==> config.mk <==
export PLATFORM = sky130hd
export DESIGN_NAME = clock_set_ctrl
export DESIGN_NICKNAME = d
export VERILOG_FILES = /design/src/rtl/clock_set_ctrl.sv
export SDC_FILE = /design/constraint.sdc
export NUM_CORES = 1
export LEC_CHECK = 0
export CAP_MARGIN = 25
export CORE_MARGIN = 3
export CORE_UTILIZATION = 40
export DETAILED_ROUTE_END_ITERATION = 10
export PLACE_DENSITY = 0.6
export SETUP_SLACK_MARGIN = 0.3
export SLEW_MARGIN = 20
export SYNTH_ARGS = -nofsm -noshare
export SYNTH_HDL_FRONTEND = slang
export SYNTH_SLANG_ARGS = --single-unit
==> constraint.sdc <==
create_clock -name clk -period 3.3 [get_ports clk]
set_input_delay 0.66 -clock clk [delete_from_list [all_inputs] [get_ports clk]]
set_output_delay 0.66 -clock clk [all_outputs]
set_load 0.005 [all_outputs]
==> src/rtl/clock_set_ctrl.sv <==
// Button front-end and mode FSM for the clock/alarm set datapath.
// Optional auto-repeat on held increment buttons: define CLOCK_SET_AUTO_REPEAT_EN.
module clock_set_ctrl #(
    parameter int DEBOUNCE_CYCLES = 4,
    parameter int TIMEOUT_CYCLES  = 256
`ifdef CLOCK_SET_AUTO_REPEAT_EN
    ,
    parameter int REPEAT_DELAY    = 16,
    parameter int REPEAT_RATE     = 4
`endif
) (
    input  logic       clk,
    input  logic       reset_n,
    input  logic       switch,
    input  logic       push1,
    input  logic       push2,
    input  logic       push3,
    output logic [2:0] mode,
    output logic       inc_min,
    output logic       inc_hr,
    output logic       tgt_alarm,
    output logic       run_en,
    output logic       alarm_armed
);

    localparam int CW = (DEBOUNCE_CYCLES > 1) ? $clog2(DEBOUNCE_CYCLES) : 1;
    localparam logic [CW-1:0] DB_LAST = CW'(DEBOUNCE_CYCLES - 1);
    localparam int TW = $clog2(TIMEOUT_CYCLES + 1);
    localparam logic [TW-1:0] TMO_MAX = TW'(TIMEOUT_CYCLES);

    typedef enum logic [2:0] {
        ST_RUN     = 3'd0,
        ST_SET_MIN = 3'd1,
        ST_SET_HR  = 3'd2,
        ST_ALM_MIN = 3'd3,
        ST_ALM_HR  = 3'd4
    } state_t;

    function automatic state_t next_set_state(input state_t s);
        case (s)
            ST_SET_MIN: return ST_SET_HR;
            ST_SET_HR:  return ST_ALM_MIN;
            ST_ALM_MIN: return ST_ALM_HR;
            default:    return ST_RUN;
        endcase
    endfunction

    logic [3:0]          raw_s, sync1_q, sync2_q;
    logic [2:0]          deb_q, deb_d, deb_dly_q, deb_dly_d, press_q, press_d;
    logic [2:0][CW-1:0]  cnt_q, cnt_d;
    logic                sw_s, is_min_s, sel_press_s;
    state_t              state_q, state_d;
    logic [TW-1:0]       tmo_q, tmo_d;
    logic                armed_q, armed_d, inc_min_q, inc_min_d, inc_hr_q, inc_hr_d;
    logic                run_en_q, run_en_d, tgt_q, tgt_d;
    logic [2:0]          mode_q, mode_d;

`ifdef CLOCK_SET_AUTO_REPEAT_EN
    localparam int RMAX = (REPEAT_DELAY > REPEAT_RATE) ? REPEAT_DELAY : REPEAT_RATE;
    localparam int RW = (RMAX > 1) ? $clog2(RMAX) : 1;
    localparam logic [RW-1:0] RPT_DELAY_LAST = RW'(REPEAT_DELAY - 1);
    localparam logic [RW-1:0] RPT_RATE_LAST  = RW'(REPEAT_RATE - 1);
    logic          hold_s, rpt_fire_s, strobe_new_s;
    logic          rpt_act_q, rpt_act_d, rpt_first_q, rpt_first_d;
    logic [RW-1:0] rpt_cnt_q, rpt_cnt_d;
`endif

    assign raw_s       = {switch, push3, push2, push1};
    assign sw_s        = sync2_q[3];
    assign is_min_s    = (state_q == ST_SET_MIN) || (state_q == ST_ALM_MIN);
    assign sel_press_s = is_min_s ? press_q[1] : press_q[2];

    // Debounce: level flips once DEBOUNCE_CYCLES consecutive samples disagree with it
    always_comb begin
        cnt_d = cnt_q;
        deb_d = deb_q;
        for (int i = 0; i < 3; i++) begin
            if (sync2_q[i] != deb_q[i]) begin
                if (cnt_q[i] == DB_LAST) begin
                    cnt_d[i] = '0;
                    deb_d[i] = ~deb_q[i];
                end else begin
                    cnt_d[i] = cnt_q[i] + CW'(1);
                    deb_d[i] = deb_q[i];
                end
            end else begin
                cnt_d[i] = '0;
                deb_d[i] = deb_q[i];
            end
        end
        deb_dly_d = deb_q;
        press_d   = deb_dly_q & ~deb_q;
    end

`ifdef CLOCK_SET_AUTO_REPEAT_EN
    assign hold_s     = is_min_s ? ~deb_q[1] : ~deb_q[2];
    assign rpt_fire_s = rpt_act_q && hold_s &&
                        (rpt_cnt_q == (rpt_first_q ? RPT_DELAY_LAST : RPT_RATE_LAST));
`endif

    // Mode FSM next state, strobes, arm flag and inactivity timeout
    always_comb begin
        state_d   = state_q;
        inc_min_d = 1'b0;
        inc_hr_d  = 1'b0;
        armed_d   = armed_q;
        tmo_d     = tmo_q;
`ifdef CLOCK_SET_AUTO_REPEAT_EN
        strobe_new_s = 1'b0;
`endif
        case (state_q)
            ST_RUN: begin
                tmo_d = '0;
                if (press_q[0] && sw_s) begin
                    state_d = ST_SET_MIN;
                end else if (press_q[2]) begin
                    armed_d = ~armed_q;
                end else begin
                    armed_d = armed_q;
                end
            end
            ST_SET_MIN, ST_SET_HR, ST_ALM_MIN, ST_ALM_HR: begin
                // switch-off beats mode step, which beats an increment in the same cycle
                if (!sw_s) begin
                    state_d = ST_RUN;
                end else if (press_q[0]) begin
                    state_d = next_set_state(state_q);
                    tmo_d   = '0;
                end else if (sel_press_s) begin
                    inc_min_d = is_min_s;
                    inc_hr_d  = ~is_min_s;
                    tmo_d     = '0;
`ifdef CLOCK_SET_AUTO_REPEAT_EN
                    strobe_new_s = 1'b1;
                end else if (rpt_fire_s) begin
                    inc_min_d = is_min_s;
                    inc_hr_d  = ~is_min_s;
                    tmo_d     = '0;
`endif
                end else if (tmo_q == TMO_MAX) begin
                    state_d = ST_RUN;
                end else begin
                    tmo_d = tmo_q + TW'(1);
                end
            end
            default: begin
                state_d = ST_RUN;
                tmo_d   = '0;
            end
        endcase

        mode_d   = state_d;
        run_en_d = (state_d == ST_RUN);
        tgt_d    = (state_d == ST_ALM_MIN) || (state_d == ST_ALM_HR);
    end

`ifdef CLOCK_SET_AUTO_REPEAT_EN
    // Repeat timer: armed by a press strobe, dropped on release or any state change
    always_comb begin
        rpt_act_d   = 1'b0;
        rpt_first_d = rpt_first_q;
        rpt_cnt_d   = rpt_cnt_q;
        if ((state_d != state_q) || !hold_s) begin
            rpt_cnt_d = '0;
        end else if (strobe_new_s) begin
            rpt_act_d   = 1'b1;
            rpt_first_d = 1'b1;
            rpt_cnt_d   = '0;
        end else if (rpt_fire_s) begin
            rpt_act_d   = 1'b1;
            rpt_first_d = 1'b0;
            rpt_cnt_d   = '0;
        end else if (rpt_act_q) begin
            rpt_act_d = 1'b1;
            rpt_cnt_d = rpt_cnt_q + RW'(1);
        end else begin
            rpt_cnt_d = rpt_cnt_q;
        end
    end

    // Repeat timer registers
    always_ff @(posedge clk or negedge reset_n) begin
        if (!reset_n) begin
            rpt_act_q   <= 1'b0;
            rpt_first_q <= 1'b0;
            rpt_cnt_q   <= '0;
        end else begin
            rpt_act_q   <= rpt_act_d;
            rpt_first_q <= rpt_first_d;
            rpt_cnt_q   <= rpt_cnt_d;
        end
    end
`endif

    // Input path, FSM state and registered outputs
    always_ff @(posedge clk or negedge reset_n) begin
        if (!reset_n) begin
            sync1_q   <= 4'hF;
            sync2_q   <= 4'hF;
            deb_q     <= 3'b111;
            deb_dly_q <= 3'b111;
            press_q   <= 3'b000;
            cnt_q     <= '0;
            state_q   <= ST_RUN;
            tmo_q     <= '0;
            armed_q   <= 1'b0;
            inc_min_q <= 1'b0;
            inc_hr_q  <= 1'b0;
            run_en_q  <= 1'b1;
            tgt_q     <= 1'b0;
            mode_q    <= 3'd0;
        end else begin
            sync1_q   <= raw_s;
            sync2_q   <= sync1_q;
            deb_q     <= deb_d;
            deb_dly_q <= deb_dly_d;
            press_q   <= press_d;
            cnt_q     <= cnt_d;
            state_q   <= state_d;
            tmo_q     <= tmo_d;
            armed_q   <= armed_d;
            inc_min_q <= inc_min_d;
            inc_hr_q  <= inc_hr_d;
            run_en_q  <= run_en_d;
            tgt_q     <= tgt_d;
            mode_q    <= mode_d;
        end
    end

    assign mode        = mode_q;
    assign inc_min     = inc_min_q;
    assign inc_hr      = inc_hr_q;
    assign tgt_alarm   = tgt_q;
    assign run_en      = run_en_q;
    assign alarm_armed = armed_q;

endmodule

==> results of run 1 <==
## registers in the layout, indices dropped and copies added, names as in the netlist
signal / cells
tmo_q: 9
cnt_q: 6
sync1_q: 4
sync2_q: 4
deb_dly_d: 3
deb_dly_q: 3
mode: 3
press_q: 3
alarm_armed: 1
inc_hr: 1
inc_min: 1
run_en: 1
tgt_alarm: 1
## worst register-to-register path, delay by kind of cell (launching register included)
kind	cells	cell delay (ns)
muxes	1	0.42
DFF	1	0.54
AOI/OAI and AO/OA	1	0.32
and+or+nand+nor	2	0.33
## through the flow
stage	area, um^2	hold slack, ns
2_1_floorplan	1700	0.345
3_3_place_gp	1850	0.346
3_5_place_dp	1850	0.348
4_1_cts	1940	0.358
5_1_grt	1940	0.362
6_report	1940	0.357
## power by group through the flow
stage          Sequential (mW)  Clock, mW  Combinational, mW
3_5_place_dp             0.749          0              0.367
2_1_floorplan            0.700          0              0.300
3_3_place_gp             0.737          0              0.354
5_1_grt                  0.754      0.346              0.408
6_report                 0.738      0.306              0.362
4_1_cts                  0.739      0.320              0.370
## layout make-up
cell class	instances	area, um^2
clock inverters	2	12.5
repair buffers	13	125
inverters	4	15.0
clock buffers	6	72.6
flip-flops and latches	40	1020
fillers	367	2120
well taps	50	62.6
multi-input cells	92	629
## layer usage
metal	routed length, um	GRT usage [%]
met5	0	0
met4	42	4.59
met3	151	5.19
met2	1200	18.4
met1	1220	13.7
## path summary, 6_finish.rpt
check / from / slack [ns] / end
setup / recovery: mode[2]$_DFF_PN0_ / 1.13 / mode[2]
setup reg to reg: mode[0]$_DFF_PN0_ / 1.57 / tmo_q[3]$_DFFE_PN0P_
hold / removal: sync1_q[1]$_DFF_PN1_ / 0.36 / sync2_q[1]$_DFF_PN1_
min in group asynchronous: reset_n / 0.48 / mode[2]$_DFF_PN0_
max in group asynchronous: reset_n / 2.29 / cnt_q[1]$_DFF_PN0_
hold reg to reg: sync1_q[1]$_DFF_PN1_ / 0.36 / sync2_q[1]$_DFF_PN1_
## kinds of logic after synthesis
group	count (synthesis)	synth area share, %
mux	4	2.79
compound gates	20	7.94
xor+xnor	10	5.15
simple gates	53	17.4
buf+inv	9	3.09
fa+ha+maj	5	3.68
flops	40	59.9
## synthesized netlist by cell type, types with 2 or more instances
cell / instances
dfrtp_1: 25
dfstp_2: 15
inv_1: 4
a21oi_1: 5
buf_6: 2
xnor2_1: 6
nand2_1: 13
o21ai_0: 4
nand3_1: 2
nor4_1: 2
nor3_1: 5
o21a_1: 2
clkbuf_1: 2
ha_1: 5
xor2_1: 4
nand4_1: 4
nor2_1: 11
nor2b_1: 7
mux2_2: 3
o22ai_1: 2
==> metrics.txt, run 1 <==
post-DR wirelength/cell=roughly 13 um; Total GRT Usage=around 12%; Crit path required time=2.64 ns; routed wire length=2610 um; CTS max path bufs=2; Skew-Pair Late Insertion Delay=~0.29 ns; total power=about 1.4 mW; initial antenna violation count=0; Worst R2R Path Depth=4; worst hold path cell count=0; final core utilization=between 40% and 50%; Post-CTS Resized=0; total grt overflow=0; slowest cell on the critical path=dfrtp_1; port bufs=13; clk_skew=~0.0084 ns; Psw=0.429 mW; global-route wire length before repair=between 4000 and 5000 um; CORE AREA=approximately 4100 um^2; Remaining DRCs=0; fin worst setup slack=approximately 1.1 ns; ys flop type=dfrtp_1; Post-CTS Hold Fix Bufs=0; largest cells by area after synthesis=dfrtp_1, dfstp_2, ha_1; combinational share of power=between 20% and 30%; Setup Fix Bufs, Post-CTS=0; TritonRoute pass-1 iters=4; final hold vios=0; post-synth cell types=38; Setup TNS Final=0 ns; dpl cells=199; Vias/cell=5.07; ys async rst share=100%; warnings from Yosys=0; Slew Limit Headroom=roughly 43%; Sw Ratio=between 30 and 40%; crit path capture type=output pin; VDD IR max=~0.45 mV; Synth-to-Final Area Change=13.8%; commonest non-fill, non-tap cell in the layout=dfrtp_1; die height=just over 70 um; Yosys top cell area share=approximately 37%; Post-Place Setup Slack=around 1.4 ns; Seq pwr share=a little over half; hpwl dp=about 1800 um; WS Path Type=reg -> out; final-report max-slew violation count=0; # rows=23; count of final setup violators=0; Clock H-tree levels=2; Non-Filler Instances=207; Setup crit start kind=register; #FFs+latches synth=40; CTS tree=yes; max-cap check violation count=0; cell internal pwr=0.977 mW; Worst Hold Class=reg -> reg; Tmin final=2.17 ns; status=complete, no violations; vias=1,050; drt first-iter violations=~70; Crit path depth=1; Synth Cell Area=1700 um^2; Synth area leader=dfrtp_1; # IOs=14; CP cell instances=clkdlybuf4s50_1; Syn Inst Count=between 100 and 150; Critical Path AT=~1.5 ns; CTS buffer count=5; Power Density=between 700 and 800 nW/um^2; critical path fanouts, max=11; delay of the slowest cell on the worst path=roughly 0.63 ns; Static Leakage=between 0.7 and 0.8 nW; Tcrit/Tclk final=65.6%; nets@finish=roughly 170; placer congestion estimate=roughly 0.8; number of global-route vias before repair=approximately 1,000; Synth Area per Inst=~12 um^2; Post-synth EDFFs=0; RSZ-0062 raised after global routing=false; Die W=~71 um; worst path bufs/invs=1; layout cell share with drive strength beyond 1=roughly a fifth; fmax=between 0.4 and 0.5 GHz; root buffer cell=clkbuf_8; initial core utilization=between 40% and 50%; total die area=5070 um^2; commonest non-fill, non-tap cells in the layout=dfrtp_1, dfstp_2, nand2_1; largest net degree at the start of global routing=41; CTS clk-pin slew, worst paths=approximately 0.080 ns; Seq/Total Area, Yosys=between 50% and 60%; antenna diode count=0; clock power share=21.7%; final antenna-violating net count=0; Post-Syn Nets=152; CP top delay family=flip-flops; CTS sink count=40; Worst Max-Slew Pin Slew=about 0.85 ns
No activity file was read; power rests on OpenSTA's default activity.
==> run 2, diff against run 1 <==
--- a/config.mk
+++ b/config.mk
@@ -9,7 +9,7 @@
 export CORE_MARGIN = 3
 export CORE_UTILIZATION = 40
 export DETAILED_ROUTE_END_ITERATION = 10
-export PLACE_DENSITY = 0.6
+export PLACE_DENSITY = 0.62
 export SETUP_SLACK_MARGIN = 0.3
 export SLEW_MARGIN = 20
 export SYNTH_ARGS = -nofsm -noshare
==> constraint.sdc (replaced) <==
create_clock -name clk -period 1.8 [get_ports clk]
set_input_delay 0.36 -clock clk [delete_from_list [all_inputs] [get_ports clk]]
set_output_delay 0.36 -clock clk [all_outputs]
set_load 0.005 [all_outputs]
==> run 2 against run 1 <==
Effect of this change:
- the run now ends with hold timing left
- first-iteration DRC count is 72% higher
- total power is 120% higher
- sequential power is 83% higher
- final area is 15% higher
- clock skew is 0.0024 ns lower
- via count is 11% higher
- worst hold slack worse by 0.37 ns
- die area stayed put
- non-clock buffer count is 17 higher
- largest cell class unchanged
==> metrics.txt, run 2 (synthesized netlist as in run 1, its figures left out) <==
status=finished with violations; failing checks=hold timing; Vias/cell=5.22 (+2.9%); number of global-route vias before repair=1,147 (+10%); largest registers=tmo_q (9), cnt_q (6); CTS tree=yes; WS Path Type=reg -> reg; antenna diode count=0 (unchanged); Synth-to-Final Area Change=31.2%; Worst Max-Slew Pin Slew=0.422 ns (-0.431 ns); CTS buffer count=5 (unchanged); layout cell share with drive strength beyond 1=38.5% (+17 points); nets@finish=184 (+10%); Slew Limit Headroom=71.9% (+29 points); max-cap check violation count=0 (unchanged); TritonRoute pass-1 iters=4 (unchanged); # IOs=14 (unchanged); critical path fanouts, max=5 (-6); vias=1,169 (+11%); count of final setup violators=0 (unchanged); # rows=23 (unchanged); Critical R2R Capture=tmo_q[7]$_DFFE_PN0P_; post-DR wirelength/cell=14.4 um (+14%); fmax=~0.64 GHz; Worst Hold Class=in -> async; hpwl dp=1860 um (+3.3%); VDD IR max=0.844 mV (+89%); RSZ-0062 raised after global routing=true; placer congestion estimate=0.834 (+3.3%); Worst Setup EP=tmo_q[7]$_DFFE_PN0P_; fill count=332 (-9.5%); number of flip-flops in the largest register=9 (unchanged); total grt overflow=0 (unchanged); Skew-Pair Late Insertion Delay=0.29 ns (about the same); Setup TNS Final=0 ns (unchanged); global-route wire length before repair=5210 um (+14%); Worst R2R Path Depth=6 (+2); clk_skew=0.00600 ns (-0.00239 ns); initial core utilization=41.9% (unchanged); Setup crit start kind=register; Static Leakage=0.979 nW (+24%); drt first-iter violations=117 (+72%); r2r startpoint=mode[2]$_DFF_PN0_; final-report max-slew violation count=0 (unchanged); Critical Path AT=1.76 ns (+0.25 ns); CTS sink count=40 (unchanged); reg2reg setup slack=0.23 ns (-1.34 ns); Post-CTS Hold Fix Bufs=0 (unchanged); CTS clk-pin slew, worst paths=0.08 ns (about the same); final core utilization=55.0% (+7.3 points); Die W=71.2 um (unchanged); Total GRT Usage=12.9% (+1.3 points); Remaining DRCs=0 (unchanged); final hold vios=6 (+6); Clock H-tree levels=2 (unchanged); Power Density=1400 nW/um^2 (+93%); root buffer cell=clkbuf_8; Tmin final=~1.6 ns; total die area=5070 um^2 (unchanged); initial antenna violation count=0 (unchanged); CORE AREA=4060 um^2 (unchanged); die height=71.2 um (unchanged); port bufs=13 (unchanged); final antenna-violating net count=0 (unchanged); crit path from=mode[2]$_DFF_PN0_; Tcrit/Tclk final=a little under 90%; largest net degree at the start of global routing=24 (-41%); commonest non-fill, non-tap cells in the layout=dfrtp_1, dfstp_2, nand2_1; largest reg by FF count=tmo_q; routed wire length=3230 um (+24%); Crit path required time=1.99 ns (-0.65 ns); CTS max path bufs=2 (unchanged); Final Hold Slack=-0.00986 ns (-0.367 ns); commonest non-fill, non-tap cell in the layout=dfrtp_1; crit path capture type=register
-- run 2: cell count changes in the layout (fill, tap and decap cells not counted), moves of 3 or more --
cell / delta
dlymetal6s2s_1: +3
dfrtp_1: -4
dfrtp_2: +4
clkdlybuf4s50_1: -6
buf_6: +4
buf_4: +11
dlygate4sd2_1: +3
-- run 2: area by class of cell --
cell class              count  area [um^2]  share of cell area [%]
repair buffers             30          297                    13.3
well taps                  50         62.6                    2.80
multi-input cells          92          709                    31.8
inverters                   4         15.0                   0.672
clock buffers               6         82.6                    3.70
clock inverters             2         38.8                    1.74
flip-flops and latches     40         1030                    46.1
-- run 2: power by group --
| group | leakage, nW | internal [mW] | switching [mW] |
|---|---|---|---|
| Combinational | 0.430 | 0.550 | 0.451 |
| Sequential | 0.488 | 1.18 | 0.172 |
| Clock | 0.0614 | 0.453 | 0.319 |
-- run 2: worst min-delay path by stage --
| stage | slack (ns) | endpoint | from | depth (start not counted) |
|---|---|---|---|---|
| finish | -0.01 | tmo_q[4]$_DFFE_PN0P_ | reset_n | 1 |
| global route | 0.02 | tmo_q[4]$_DFFE_PN0P_ | reset_n | 1 |
| CTS | 0.007 | tmo_q[4]$_DFFE_PN0P_ | reset_n | 1 |
| detailed placement | 0.33 | tmo_q[4]$_DFFE_PN0P_ | reset_n | 1 |
| global placement | 0.31 | tmo_q[4]$_DFFE_PN0P_ | reset_n | 1 |
| floorplan | 0.06 | alarm_armed$_DFFE_PN0P_ | reset_n | 0 |
-- run 2: layer usage --
metal | wire length, um | up-vias | GRT usage, % | share of wire [%]
li1 | - | 547 | - | -
met1 | 1440 | 582 | 17.3 | 45
met2 | 1610 | 36 | 19.9 | 50
met4 | 29 | 0 | 4.59 | 0.90
met5 | 0 | - | 0 | 0
met3 | 141 | 4 | 3.79 | 4.4
-- run 2: repair_timing --
item,in CTS,in global routing
resized for setup,14,17
hold endpoints to repair,0,0
pin swaps,4,5
endpoints found under the setup margin,19,17
buffers inserted,9,4
-- run 2: critical path, cell delays in order, from the launching register on --
cell and delay (ns):
dfrtp_2 0.45, buf_6 0.14, nor2b_4 0.15, mux2i_4 0.35
buf_12 0.15, a21oi_2 0.05, o21a_1 0.18
-- run 2: metrics by stage --
step	area, um^2	setup WS [ns]	std cells	power, mW
after CTS	2140	0.232	220	3.05
after global routing	2230	0.174	224	3.30
after detailed placement	1890	0.152	203	2.06
after floorplan	1700	0.260	141	1.83
after global placement	1890	0.177	203	2.03
final	2230	0.227	224	3.12
==> run 3, diff against run 2 <==
--- a/config.mk
+++ b/config.mk
@@ -6,8 +6,9 @@
 export NUM_CORES = 1
 export LEC_CHECK = 0
 export CAP_MARGIN = 25
-export CORE_MARGIN = 3
+export CORE_MARGIN = 2
 export CORE_UTILIZATION = 40
+export CTS_CLUSTER_SIZE = 40
 export DETAILED_ROUTE_END_ITERATION = 10
 export PLACE_DENSITY = 0.62
 export SETUP_SLACK_MARGIN = 0.3
==> run 3 against run 2 <==
Effect of this change:
- the flow now finishes without violations
- via count fell by 0.60%
- worst hold slack improved by 0.022 ns
- flip-flop and latch count did not move
- clock-buffer cell count did not move
- fmax fell by 2.0%
- critical path depth fell by 3
- clock skew rose by 0.0041 ns
- cell count rose by 0.89%
- wire length fell by 0.15%
- combinational power fell by 11%
- largest cell class unchanged
==> metrics.txt, run 3 (synthesized netlist as in run 1, its figures left out) <==
status=complete, no violations; Setup crit start kind=register; CTS clk-pin slew, worst paths=0.08 ns (about the same); CTS sink count=40 (unchanged); total grt overflow=0 (unchanged); multi-input logic area=726 um^2 (+2.3%); Worst Hold Class=in -> async; max-cap check violation count=0 (unchanged); commonest non-fill, non-tap cells in the layout=dfrtp_1, buf_4, dfstp_2; initial core utilization=41.9% (unchanged); global-route wire length before repair=5380 um (+3.2%); dpl cell area=1890 um^2 (-0.40%); die height=69.2 um (-2.8%); count of final setup violators=0 (unchanged); post-DR wirelength/cell=14.3 um (-1.0%); Total GRT Usage=14.5% (+1.6 points); Crit path required time=1.44 ns (-0.55 ns); final-report max-slew violation count=0 (unchanged); Tcrit/Tclk final=89.2% (+1.8 points); Die W=69.2 um (-2.8%); VDD IR max=0.850 mV (+0.66%); CTS tree=yes; critical path fanouts, max=4 (-1); cell area after layout=2200 um^2 (-1.5%); # IOs=14 (unchanged); routed wire length=3220 um (-0.15%); CTS max path bufs=2 (unchanged); placer congestion estimate=0.890 (+6.7%); CTS buffer count=5 (unchanged); Non-Filler Instances=226 (+0.89%); Tmin final=1.61 ns (+0.0321 ns); Synth-to-Final Area Change=29.3%; TritonRoute pass-1 iters=4 (unchanged); total power=2.82 mW (-9.6%); number of global-route vias before repair=1,178 (+2.7%); CORE AREA=4060 um^2 (unchanged); largest reg by FF count=tmo_q; antenna diode count=0 (unchanged); initial antenna violation count=0 (unchanged); hpwl dp=2020 um (+8.1%); dpl cells=202 (-0.49%); Critical Path AT=1.25 ns (-0.51 ns); root buffer cell=clkbuf_8; WS Path Type=reg -> out; Vias/cell=5.14 (-1.5%); Slew Limit Headroom=66.9% (-5.0 points); Power Density=1280 nW/um^2 (-8.2%); Skew-Pair Late Insertion Delay=0.30 ns (about the same); final antenna-violating net count=0 (unchanged); fill count=317 (-4.5%); largest net degree at the start of global routing=22 (-8.3%); layout cell share with drive strength beyond 1=42.0% (+3.5 points); drt first-iter violations=143 (+22%); Static Leakage=0.977 nW (-0.22%); clk_skew=0.0101 ns (+0.00412 ns); Clock H-tree levels=2 (unchanged); crit path capture type=output pin; commonest non-fill, non-tap cell in the layout=dfrtp_1; largest registers=tmo_q (9), cnt_q (6); fmax=0.623 GHz (-2.0%); total die area=4790 um^2 (-5.5%); Worst Max-Slew Pin Slew=0.497 ns (+0.0749 ns); RSZ-0062 raised after global routing=true; final core utilization=54.2% (-0.83 points); number of flip-flops in the largest register=9 (unchanged); vias=1,162 (-0.60%); Remaining DRCs=0 (unchanged); nets@finish=186 (+1.1%); final hold vios=0 (-6); port bufs=13 (unchanged); # rows=23 (unchanged); Setup TNS Final=0 ns (unchanged); FF/Latch Area=1020 um^2 (-0.37%)
## run 3: changes by cell type in the layout (fill, tap and decap cells not counted), sizes merged
cell	before	now
dlymetal6s2s	3	4
buf	18	19
clkbuf	6	7
bufinv	1	0
clkdlybuf4s50	6	4
clkinvlp	0	1
dlygate4sd2	3	4
## run 3: worst paths after layout
path | depth (start not counted) | slack (ns) | end | start
hold / removal | 1 | 0.01 | inc_hr$_DFF_PN0_ | reset_n
max in group asynchronous | 2 | 1.23 | sync1_q[1]$_DFF_PN1_ | reset_n
min in group clk | 0 | 0.35 | sync2_q[3]$_DFF_PN1_ | sync1_q[3]$_DFF_PN1_
setup reg to reg | 5 | 0.20 | tmo_q[8]$_DFFE_PN0P_ | mode[2]$_DFF_PN0_
hold reg to reg | 0 | 0.35 | sync2_q[3]$_DFF_PN1_ | sync1_q[3]$_DFF_PN1_
setup / recovery | 3 | 0.19 | mode[2] | mode[2]$_DFF_PN0_
## run 3: layout make-up
class | instances | share of cell area, %
sequential | 40 | 46.6
inverter | 4 | 0.683
timing repair buffer | 32 | 13.0
multi-input combinational | 92 | 33.0
clock inverter | 2 | 0.569
tap | 50 | 2.84
clock buffer | 6 | 3.30
## run 3: critical path: stages (launching register included)
cell,delay (ns)
dfrtp_2,0.44
buf_4,0.15
buf_6,0.10
dlygate4sd2_1,0.25
## run 3: routing by layer
metal / global-route usage (%) / vias to the layer above / part of all wire (%)
met1: 18.3 / 580 / 44
met5: 0 / - / 0
li1: - / 549 / -
met4: 9.80 / 0 / 3.5
met2: 21.9 / 24 / 48
met3: 3.78 / 9 / 4.0
## run 3: per-stage QoR
| step | setup slack, ns | hold WS, ns |
|---|---|---|
| 5_1_grt | 0.133 | 0.0444 |
| 3_5_place_dp | 0.171 | 0.349 |
| 6_report | 0.195 | 0.0119 |
| 2_1_floorplan | 0.260 | 0.0644 |
| 3_3_place_gp | 0.179 | 0.341 |
| 4_1_cts | 0.199 | 0.0240 |
## run 3: power breakdown
| part | internal (mW) | total (mW) | switching (mW) |
|---|---|---|---|
| Sequential | 1.17 | 1.35 | 0.173 |
| Combinational | 0.452 | 0.893 | 0.441 |
| Clock | 0.270 | 0.582 | 0.311 |
| Total | 1.90 | 2.82 | 0.924 |
## run 3: repair_timing
action | 4_1_cts | 5_1_grt
setup endpoints to repair | 18 | 19
pin swaps | 4 | 8
hold buffers | 0 | 0
buffers inserted | 8 | 8
resized for setup | 18 | 18
==> edit 1 (settings of run 3) <==
Add a define of `CLOCK_SET_AUTO_REPEAT_EN`.
--- a/src/rtl/clock_set_ctrl.sv
+++ b/src/rtl/clock_set_ctrl.sv
@@ -1,5 +1,7 @@
 // Button front-end and mode FSM for the clock/alarm set datapath.
 // Optional auto-repeat on held increment buttons: define CLOCK_SET_AUTO_REPEAT_EN.
+`define CLOCK_SET_AUTO_REPEAT_EN
+
 module clock_set_ctrl #(
     parameter int DEBOUNCE_CYCLES = 4,
     parameter int TIMEOUT_CYCLES  = 256
Check against the original RTL: no difference found for any inputs over 10 cycles, from zero or initial values and one cycle with reset_n low; that may be too few to reach the edited logic, so the function may still have changed.
==> edit 1 against run 3 <==
The run now ends with negative setup slack left. Setup slack lost 350 ps. Wire length rose by 30%. Sequential cell count grew 6. Die area is 20% higher. Power is 24% higher. Area after synthesis up 22%. Cell area is 29% higher. Register-to-register slack got worse by 350 ps. Critical endpoint is now tmo_q[5]. Highest routed layer unchanged.
==> edit 1: results (changes against run 3) <==
run_status:
  status: "complete, but fails checks"
  violations: "negative setup slack"
sta:
  setup_violations: 15  # +15
  skew_ps: 7.10  # -3.01 ps
  worst_slack_ps: -154  # -349 ps
routing:
  via_per_inst: 5.02  # -2.4%
  dr_wl_met3_um: 106  # -17%
  drt_iter0_drc: 103  # -28%
  avgRoutedWirePerCell_um: 13.2  # -7.6%
critical_path:
  path_class: "flip-flop to flip-flop"
  cp_top_family: "compound AO/OA/AOI/OAI gates"
  max_stage_delay_ps: 500  # +60 ps
  crit_slowest_cell: "or4_1"
  r2r_cells: 7  # +2
power_and_ir_drop:
  p_leak_uw: 0.00127  # +30%
  irDropWorstVdd_v: 0.000572  # -33%
hold_path:
  min_path_type: "flip-flop to flip-flop"
global_route:
  met1_usage_pct: 19.7  # +1.5 points
  grt_use_total_pct: 15.0  # +0.49 points
  grt_use_met3_pct: 2.62  # -1.2 points
  grt_pass1_wl_um: 6940  # +29%
  grt_max_degree: 30  # +36%
  grt_pass1_vias: 1511  # +28%
logic_synthesis:
  synth_commonest_cells: "31 x dfrtp_1, 15 x dfstp_2, 12 x a21oi_1"
  synth_area_leaders: "dfrtp_1 37%, dfstp_2 19%, ha_1 3.6%"
place:
  dpl_worst_slack_ps: -179  # -349 ps
  place.gp.congestion: 0.822  # -7.6%
  placed_area_mm2: 0.00256  # +36%
  placed_cells: 300  # +49%
  dp_hpwl_um: 2760  # +37%
finish:
  drive_gt1_share_pct: 36.9  # -5.1 points
  fillCellCount: 429  # +35%
  fin_nets: 260  # +40%
[edit 1: changes by cell type in the layout (fill, tap and decap cells not counted), sizes merged, moves of 5 or more]
cell,run 3,this run
buf,19,48
a21oi,6,14
dfrtp,25,31
nor3,6,11
or3,1,6
[edit 1: repair_timing]
action                                  in CTS  in global routing
pin swaps                                    2                  6
endpoints found under the setup margin      28                 26
gates cloned                                 0                  1
buffers inserted                             3                  6
gates resized for setup                     10                 18
hold buffers                                 1                  0
endpoints found under the hold margin        3                  0
[edit 1: stage by stage]
step | TNS [ps] | util (%)
after floorplan | -330 | -
after global placement | -1080 | 50.9
after detailed placement | -1220 | 50.9
after CTS | -435 | 53.8
after global routing | -2570 | 56.3
final | -915 | 56.3
[edit 1: area by class of cell]
cell class | count | area [um^2] | area share [%]
clock buffer | 5 | 68.8 | 2.43
clock inverter | 3 | 21.3 | 0.750
inverter | 6 | 22.5 | 0.794
multi-input combinational | 128 | 951 | 33.5
sequential | 46 | 1170 | 41.2
tap | 70 | 87.6 | 3.09
timing repair buffer | 61 | 515 | 18.2
[edit 1: power by group through the flow]
stage                     clock network [uW]  registers, uW  logic, uW
final                                    634           1440       1410
after global routing                     689           1480       1560
after CTS                                653           1430       1300
after detailed placement                   0           1450       1230
after global placement                     0           1450       1230
after floorplan                            0           1460        718
[edit 1: cell families after synthesis]
| kind of cell | count (synthesis) | share of synthesized area (%) |
|---|---|---|
| simple gates | 71 | 18.9 |
| flops | 46 | 56.5 |
| compound gates | 38 | 12.7 |
| buf+inv | 12 | 2.66 |
| mux | 7 | 3.51 |
| fa+ha+maj | 6 | 3.63 |
| xor+xnor | 5 | 2.12 |
==> edit 2 (flow settings as in run 3) <==
Without the edit above. Register the output `alarm_armed` once more, without a reset; this adds one clock of latency there. The other outputs are not delayed to match.
--- a/src/rtl/clock_set_ctrl.sv
+++ b/src/rtl/clock_set_ctrl.sv
@@ -232,7 +232,9 @@
     assign inc_hr      = inc_hr_q;
     assign tgt_alarm   = tgt_q;
     assign run_en      = run_en_q;
-    assign alarm_armed = armed_q;
+    always_ff @(posedge clk) begin
+        alarm_armed <= armed_q;
+    end
 
 endmodule
 
Formal check against the unedited RTL: not equivalent (Yosys sat finds a counterexample within 10 cycles, from zero or initial values and one cycle with reset_n low).
==> edit 2 against run 3 <==
Setup slack better by 40 ps. Combinational power is 7.4% lower. Hold slack gained 1.3 ps. Die area is 1.1% higher. Synthesized cell count up 0.71%. Power is 8.4% higher. Wire length is 9.3% lower. Critical path depth up 2. Sequential share of layout area is 0.15 points higher. Utilization up 1.0 points. Area after synthesis increased by 1.2%. Cell area rose by 1.9%. Largest cell class unchanged. Sequential cell count up 1.
==> edit 2: results (changes against run 3) <==
sta:
  skew_ps: 7.67  # -2.45 ps
  worst_slew_pin_slew_ps: 458  # -38.9 ps
routing:
  drt_iter0_drc: 71  # -50%
  route.vias.total: 1167  # +0.43%
  totalWireLength_um: 2920  # -9.3%
logic_synthesis:
  synth_cell_type_count: 39  # +2.6%
  ys_seq_area_share_pct: 60.4  # +0.47 points
  synth_area_leaders: "dfrtp_1 36%, dfstp_2 23%, ha_1 3.6%"
finish:
  buffer_area_share_pct: 12.7  # -0.30 points
  clkbuf_count: 5  # -1
  fillCellCount: 346  # +9.1%
  clock_area_share_pct: 5.97  # +2.1 points
  multi_input_area_share_pct: 31.1  # -1.9 points
  n_all_buffers: 31  # -3.1%
  drive_gt1_share_pct: 37.5  # -4.5 points
  seq_share_pct: 46.7  # +0.15 points
power_and_ir_drop:
  p_leak_uw: 0.00100  # +2.6%
global_route:
  grt_pass1_wl_um: 5080  # -5.5%
  grt_use_total_pct: 13.4  # -1.1 points
  met1_usage_pct: 16.4  # -1.8 points
  grt_pass1_vias: 1146  # -2.7%
  grt_util_met2_pct: 20.8  # -1.1 points
critical_path:
  arrival_ps: 1790  # +540 ps
  crit_slowest_cell: "or4_4"
  max_stage_delay_ps: 500  # +60 ps
run_status:
  status: "finished, final reports clean"
clocking:
  postCtsSetupRepairBufs: 10  # +2
  cts-resized-gates: 13  # -5
place:
  place.gp.congestion: 0.873  # -1.9%
## edit 2: changes by cell type after synthesis, sizes merged
cell   change
dfxtp      +1
## edit 2: worst paths after layout
check	start	end	slack [ps]	cells past startpoint
worst min-delay path	reset_n	tmo_q[1]	10	1
worst max-delay path	mode[2]	tmo_q[8]	230	5
worst max register to register	mode[2]	tmo_q[8]	230	5
min in group clk	sync1_q[2]	sync2_q[2]	360	0
worst min register to register	sync1_q[2]	sync2_q[2]	360	0
max in group asynchronous	reset_n	deb_dly_d[2]	1250	2
## edit 2: power groups by stage
stage               clock (uW)  combinational [uW]  sequential (uW)
floorplan                    0                 551             1320
global placement             0                 687             1380
detailed placement           0                 700             1390
CTS                        883                 803             1370
global route               927                 922             1410
finish                     860                 827             1370
## edit 2: through the flow
step           power [uW]  std cells  worst slack (ps)  area [um^2]
2_1_floorplan        1870        142               260         1720
3_3_place_gp         2060        205               171         1920
3_5_place_dp         2090        205               131         1920
4_1_cts              3060        223               223         2160
5_1_grt              3260        226               184         2240
6_report             3060        226               235         2240
## edit 2: routing by layer
| metal | vias to the layer above | routed length, um |
|---|---|---|
| li1 | 552 | - |
| met1 | 593 | 1350 |
| met2 | 16 | 1420 |
| met3 | 6 | 106 |
| met4 | 0 | 48 |
| met5 | - | 0 |
## edit 2: cells by family after synthesis
| kind of cell | share of synthesized area [%] |
|---|---|
| flip-flops | 60.4 |
| buffers and inverters | 3.05 |
| XOR/XNOR | 5.09 |
| AO/OA/AOI/OAI | 7.85 |
| AND/OR/NAND/NOR | 17.2 |
| adder cells (fa/ha/maj) | 3.63 |
| multiplexers | 2.76 |
## edit 2: worst max-delay path, delay by kind of cell, from the launching register on
family,cells,cell delay (ps)
AOI/OAI and AO/OA,2,260
buffers and inverters,1,130
DFF,1,440
and+or+nand+nor,2,670
